$ cat src/rtl/eager_fork_n.sv
// ---------------------------------------------------------------------------
// eager_fork_n
//   Eager dataflow fork. Each token on the input side is offered to SIZE
//   output channels at once. A channel may accept the token in any cycle,
//   independently of the others. The upstream token is consumed only after
//   every channel has taken it, or is taking it in the current cycle. Data is
//   never registered. The only state is one "pending" bit per channel, and it
//   marks the channels that still owe a transfer for the current token.
//
// Ports
//   clk        : clock, rising-edge active
//   rst        : synchronous active-low reset
//   ins        : incoming token data            [DATA_TYPE-1:0]
//   ins_valid  : upstream token present
//   ins_ready  : upstream token consumed this cycle
//   outs       : replicated data, channel i at [i*DATA_TYPE +: DATA_TYPE]
//   outs_valid : per-channel valid              [SIZE-1:0]
//   outs_ready : per-channel downstream ready   [SIZE-1:0]
//
// Also contains and_n, the N-input AND reduction cell used for ins_ready.
// ---------------------------------------------------------------------------

// and_n: N-input AND reduction.
//   ins  : operands [SIZE-1:0]
//   outs : AND of all operands
module and_n #(
    parameter int SIZE = 2
) (
    input  logic [SIZE-1:0] ins,
    output logic            outs
);
    assign outs = &ins;
endmodule

module eager_fork_n #(
    parameter int SIZE      = 2,
    parameter int DATA_TYPE = 32
) (
    input  logic                      clk,
    input  logic                      rst,
    input  logic [DATA_TYPE-1:0]      ins,
    input  logic                      ins_valid,
    output logic                      ins_ready,
    output logic [SIZE*DATA_TYPE-1:0] outs,
    output logic [SIZE-1:0]           outs_valid,
    input  logic [SIZE-1:0]           outs_ready
);

    logic [SIZE-1:0] pending_q;
    logic [SIZE-1:0] pending_d;
    logic [SIZE-1:0] transfer;
    logic [SIZE-1:0] done;

    // Every channel sees the same data.
    assign outs = {SIZE{ins}};

    // A channel is "done" if it already took the token or takes it now.
    // done depends only on pending and outs_ready. This keeps ins_ready
    // free of any combinational path from ins_valid.
    always_comb begin
        outs_valid = {SIZE{ins_valid}} & pending_q;
        transfer   = outs_valid & outs_ready;
        done       = ~pending_q | outs_ready;
    end

    and_n #(
        .SIZE (SIZE)
    ) u_and_n (
        .ins  (done),
        .outs (ins_ready)
    );

    // When the token is consumed, every channel is re-armed for the next
    // token. Otherwise, only the channels that transferred this cycle are
    // cleared. Without ins_valid there are no transfers, so pending holds.
    always_comb begin
        pending_d = pending_q & ~transfer;
        if (ins_valid && ins_ready) begin
            pending_d = {SIZE{1'b1}};
        end
    end

    // Reset re-arms all channels. Any partial delivery is discarded, and the
    // held token is offered to every channel again.
    always_ff @(posedge clk) begin
        if (!rst) begin
            pending_q <= {SIZE{1'b1}};
        end else begin
            pending_q <= pending_d;
        end
    end

endmodule

$ cat config.mk
export PLATFORM = sky130hd
export DESIGN_NAME = eager_fork_n
export DESIGN_NICKNAME = d
export VERILOG_FILES = /design/src/rtl/eager_fork_n.sv
export SDC_FILE = /design/constraint.sdc
export NUM_CORES = 1
export LEC_CHECK = 0
export CAP_MARGIN = 20
export CORE_MARGIN = 3
export CORE_UTILIZATION = 21
export DETAILED_ROUTE_END_ITERATION = 6
export MAX_ROUTING_LAYER = met4
export PLACE_DENSITY_LB_ADDON = 0.3
export REMOVE_ABC_BUFFERS = 1
export SETUP_SLACK_MARGIN = 0.1
export SYNTH_ARGS = -nofsm -noshare
export SYNTH_HDL_FRONTEND = slang
export SYNTH_SLANG_ARGS = --single-unit
$ cat constraint.sdc
create_clock -name clk -period 1 [get_ports clk]
set_input_delay 0.3 -clock clk [delete_from_list [all_inputs] [get_ports clk]]
set_output_delay 0.3 -clock clk [all_outputs]
set_load 0.02 [all_outputs]
==> results of run 1 <==
[worst paths after layout]
path | slack (ps) | cells after the start | from | endpoint
setup / recovery | -210 | 3 | pending_q[0] | ins_ready
hold / removal | 600 | 0 | ins[10] | outs[10]
setup reg to reg | 190 | 3 | pending_q[1] | pending_q[0]
hold reg to reg | 620 | 2 | pending_q[1] | pending_q[1]
[power by group]
| group | internal (W) | total [W] | switching [W] |
|---|---|---|---|
| combinational | 0.0000705 | 0.000112 | 0.0000416 |
| clock | 0.000132 | 0.000177 | 0.0000442 |
| sequential | 0.0000862 | 0.0000895 | 0.00000330 |
| total | 0.000289 | 0.000378 | 0.0000892 |
[synthesized netlist by cell type, drive strengths merged]
master | instances | share of area (%)
nor2 | 1 | 0.63
and2 | 2 | 2.5
dfxtp | 2 | 6.8
a21bo | 2 | 3.4
buf | 64 | 81
o211ai | 2 | 2.5
inv | 1 | 0.63
nor2b | 2 | 2.1
[per-layer routing]
metal	vias to the layer above	global-route usage [%]	part of all wire, %
met2	78	23.5	45
li1	72	-	-
met4	0	2.27	0.21
met1	115	12.1	24
met3	3	24.6	31
met5	-	-	0
[metrics by stage]
stage	power, W	util (%)	instance area (um2)	cells
floorplan	0.000124	-	110	12
global placement	0.000180	9.65	248	53
detailed placement	0.000178	9.65	248	53
CTS	0.000389	11.9	305	57
global route	0.000410	12.1	310	57
finish	0.000378	12.1	310	57
[worst reg2reg max path: stages, from the launching register on]
cell and delay [ps]:
dfxtp_2 310, nor2b_4 130, buf_6 110, o211ai_1 170
[cell families (layout without fill, tap and decap cells)]
logic type	Yosys count	after routing
simple gates	5	5
flops	2	2
compound gates	4	4
buf+inv	65	16
[area by class of cell]
class,instances,area [um2],area share [%]
Multi-Input combinational cell,9,86.3,27.8
Inverter,1,3.75,1.21
Timing Repair Buffer,12,118,37.9
Clock buffer,3,22.5,7.26
Tap cell,30,37.5,12.1
Sequential cell,2,42.5,13.7
[repair_timing]
action                                 in CTS  in global routing
setup buffers                               1                  1
pin swaps                                   1                  2
endpoints found under the hold margin       0                  0
resized for setup                          32                  2
setup endpoints to repair                   5                  4
==> results.txt, run 1 <==
Max-slew headroom = 89.2%
Hold Buf Count CTS = 0
slowest cell delay on critical path = 310 ps
final worst slack = -208 ps
Detailed Routing Iterations Pass 1 = 1
CTS max path bufs = 2
Yosys reg bits = 2
Setup-failing EPs final = 3
Rows = 18
commonest cells after routing, fill and taps aside = buf_6 (5), clkbuf_4 (3), buf_4 (3)
Hold WC Path Type = in2out
pwr/cell area = 1220 mW/mm2
failing checks = setup timing
Reg with most FFs = pending_q
Critical Path Fanout Max = 2
drt first-iter violations = 0
mux share of post-synthesis cell area = 0%
biggest regs = pending_q x2
TritonCTS Sinks = 2
critical path type = reg2out
Initial Util = 23.0%
pin count of the biggest net entering global routing = 4
fin nets = 66
GRT overflow = 0
Lkg Pwr = 0.144 nW
RSZ-0062 raised after global routing = true
DR WL/cell = 50.4 um
Startpoint Class = flip-flop
final HPWL from detailed placement = 2.56 mm
Slowest-stage cell, CP = dfxtp_2
Crit path required time = 700 ps
status = complete, but fails checks
largest family of logic cells by synthesized area = buffers and inverters
post-synthesis compound-gate area fraction = 5.93%
Setup TNS Final = -481 ps
Max Transition Viols Final = 0
CP bufs+invs = 1
clock-pin transition on the worst setup and hold timing paths = 30 ps
fin crit period = 1210 ps
Worst-Margin Slew = 161 ps
Synth Area in XOR/XNOR = 0%
crit share post-route = 121%
max reg flops = 2
# H-tree levels = 1
# DRC = 0
first-pass GRT wire length = 3.40 mm
CTS tree = done
cell family with most CP delay = flip-flops
fmax = 0.828 GHz
clk root buf = clkbuf_4
Place WS = -878 ps
max_cap viols = 0
final number of hold-violating endpoints = 0
Synth Cell Area = 591 um2
Synth Area in Simple Gates = 5.30%
Clock Skew = 0.980 ps
WP data arrival = 910 ps
Worst VDD drop = 0.000203 V
RD Place Congestion = 0.685
Adder-Cell Fraction of Synth Area = 0%
Port Buffers = 7
initial antenna violation count = 0
yosys warns = 0
Tot GR Track Use = 16.7%
ratio of cells with drive above 1 in the final layout = 81.5%
fillers = 307
Die ar. = 0.00348 mm2
vias in the first global route = 303
commonest non-fill, non-tap cell in the layout = buf_6
Ports = 104
crit path capture type = output port
register area share after synthesis = 6.78%
hold_ws = 601 ps
Netlist cell types = 8
Mean Syn Cell Area = 7.77 um2
Gate Count Post-Synth = 76
vias after detailed routing = 268
area delta synth->final = -47.5%
Avg Vias per Cell = 4.70
Die Ht = 59.0 um
ANT cells = 0
Die Width = 59.0 um
Final ANT Viol Nets = 0
core box area = 0.00257 mm2
CTS Buf Count = 3
routed wire length = 2.87 mm
worst-path cell chain = nor2b_4, nor2_2, buf_6
worst skew pair latency = 220 ps
Note: power is estimated with default switching activity, not from simulation.
==> run 2: changes to the inputs <==
--- a/config.mk
+++ b/config.mk
@@ -7,7 +7,7 @@
 export LEC_CHECK = 0
 export CAP_MARGIN = 20
 export CORE_MARGIN = 3
-export CORE_UTILIZATION = 21
+export CORE_UTILIZATION = 19
 export DETAILED_ROUTE_END_ITERATION = 6
 export MAX_ROUTING_LAYER = met4
 export PLACE_DENSITY_LB_ADDON = 0.3
==> constraint.sdc (replaced) <==
create_clock -name clk -period 1.1 [get_ports clk]
set_input_delay 0.33 -clock clk [delete_from_list [all_inputs] [get_ports clk]]
set_output_delay 0.33 -clock clk [all_outputs]
set_load 0.02 [all_outputs]
==> results.txt, run 2 (synthesis gave the netlist of run 1 again) <==
CTS max path bufs = 2
Slowest-stage cell, CP = dfxtp_2
Sequential Area = 42.5 um2
Ports = 104
pin count of the biggest net entering global routing = 4
Detailed Routing Iterations Pass 1 = 3
clock-pin transition on the worst setup and hold timing paths = 30 ps
RSZ-0062 raised after global routing = true
core box area = 0.00285 mm2
Crit path required time = 770 ps
Sw Share = 23.5%
Final ANT Viol Nets = 0
fmax = 0.815 GHz
vias in the first global route = 274
Worst VDD drop = 0.000249 V
ratio of cells with drive above 1 in the final layout = 80.0%
cell family with most CP delay = flip-flops
failing checks = setup timing
Tot GR Track Use = 15.1%
final HPWL from detailed placement = 2.49 mm
DR WL/cell = 49.6 um
Setup-failing EPs final = 3
drt first-iter violations = 8
final number of hold-violating endpoints = 0
routed wire length = 2.78 mm
Place WS = -833 ps
biggest regs = pending_q x2
Die ar. = 0.00381 mm2
TritonCTS Sinks = 2
Critical Path Fanout Max = 2
Clock power frac = 48.3%
internal power = 0.000254 W
multi-input logic area = 86.3 um2
RD Place Congestion = 0.696
Initial Util = 20.7%
CTS Buf Count = 3
Die Ht = 61.8 um
status = complete, but fails checks
# DRC = 0
ANT cells = 0
Worst-Margin Slew = 141 ps
Rows = 19
fillers = 332
clk root buf = clkbuf_4
first-pass GRT wire length = 3.26 mm
Comb pwr share = 27.3%
Reg with most FFs = pending_q
Avg Vias per Cell = 4.64
area delta synth->final = -51.9%
worst skew pair latency = 220 ps
Startpoint Class = flip-flop
critical path type = reg2out
Clock Skew = 1.60 ps
final worst slack = -127 ps
Port Buffers = 7
GRT overflow = 0
post-layout util = 9.96%
Worst R2R Path Depth = 3
sw power = 0.0000778 W
cell count along the critical path = 3
fin crit period = 1230 ps
crit share post-route = 112%
pwr/cell area = 1170 mW/mm2
Hold WC Path Type = in2reg
CTS tree = done
CP bufs+invs = 2
hold path cells = 4
Max Transition Viols Final = 0
vias after detailed routing = 260
worst-path cell chain = buf_4, and2_4, buf_6
Max-slew headroom = 90.5%
max reg flops = 2
hold_ws = 534 ps
commonest cells after routing, fill and taps aside = clkbuf_4 (3), buf_6 (3), buf_4 (3)
crit path capture type = output port
Sequential Power Share = 24.4%
Lkg Pwr = 0.129 nW
max_cap viols = 0
# H-tree levels = 1
WP data arrival = 900 ps
initial antenna violation count = 0
Die Width = 61.8 um
fin nets = 64
slowest cell delay on critical path = 300 ps
## run 2: changes by cell type in the layout (fill, tap and decap cells not counted)
cell and delta:
buf_2 +1, clkdlybuf4s15_2 -1, clkdlybuf4s15_1 +1, dlygate4sd2_1 -1, buf_6 -2
## run 2: area by class of cell
class	instances	area share (%)
tap	31	13.7
inverter	1	1.32
clock buffer	3	7.93
multi-input combinational	9	30.4
timing repair buffer	10	31.7
sequential	2	15.0
## run 2: power by group through the flow
stage	Sequential [W]	Combinational, W	Clock, W
2_1_floorplan	0.0000797	0.0000331	0
3_3_place_gp	0.0000807	0.0000736	0
3_5_place_dp	0.0000807	0.0000731	0
4_1_cts	0.0000812	0.0000866	0.000170
5_1_grt	0.0000814	0.0000972	0.000177
6_report	0.0000810	0.0000905	0.000160
## run 2: worst min-delay path, stage by stage
cell      delay (ps)
buf_2            110
buf_4            140
inv_2             40
o211ai_1          80
## run 2: worst paths after layout
| path | slack, ps | start | endpoint |
|---|---|---|---|
| setup reg to reg | 300 | pending_q[1] | pending_q[1] |
| hold / removal | 530 | ins_valid | pending_q[1] |
| setup / recovery | -130 | pending_q[1] | outs_valid[1] |
| hold reg to reg | 600 | pending_q[1] | pending_q[0] |
## run 2: per-stage QoR
stage / power (W) / area [um2] / instances / TNS [ps]
after global placement: 0.000154 / 226 / 51 / -2860
final: 0.000331 / 284 / 56 / -279
after CTS: 0.000338 / 275 / 55 / -245
after floorplan: 0.000113 / 110 / 12 / 0
after global routing: 0.000356 / 284 / 56 / -381
after detailed placement: 0.000154 / 226 / 51 / -2840
## run 2: what timing repair did
item,in CTS,in global routing
setup endpoints to repair,5,3
setup buffers,1,1
endpoints found under the hold margin,0,0
resized for setup,33,1
hold buffers,0,0
pin swaps,1,0
## run 2: routing by layer
| layer | GRT usage (%) | vias up | part of all wire (%) |
|---|---|---|---|
| li1 | - | 69 | - |
| met3 | 23.1 | 2 | 34 |
| met2 | 19.6 | 82 | 40 |
| met5 | - | - | 0 |
| met4 | 3.64 | 0 | 0.29 |
| met1 | 11.4 | 107 | 25 |
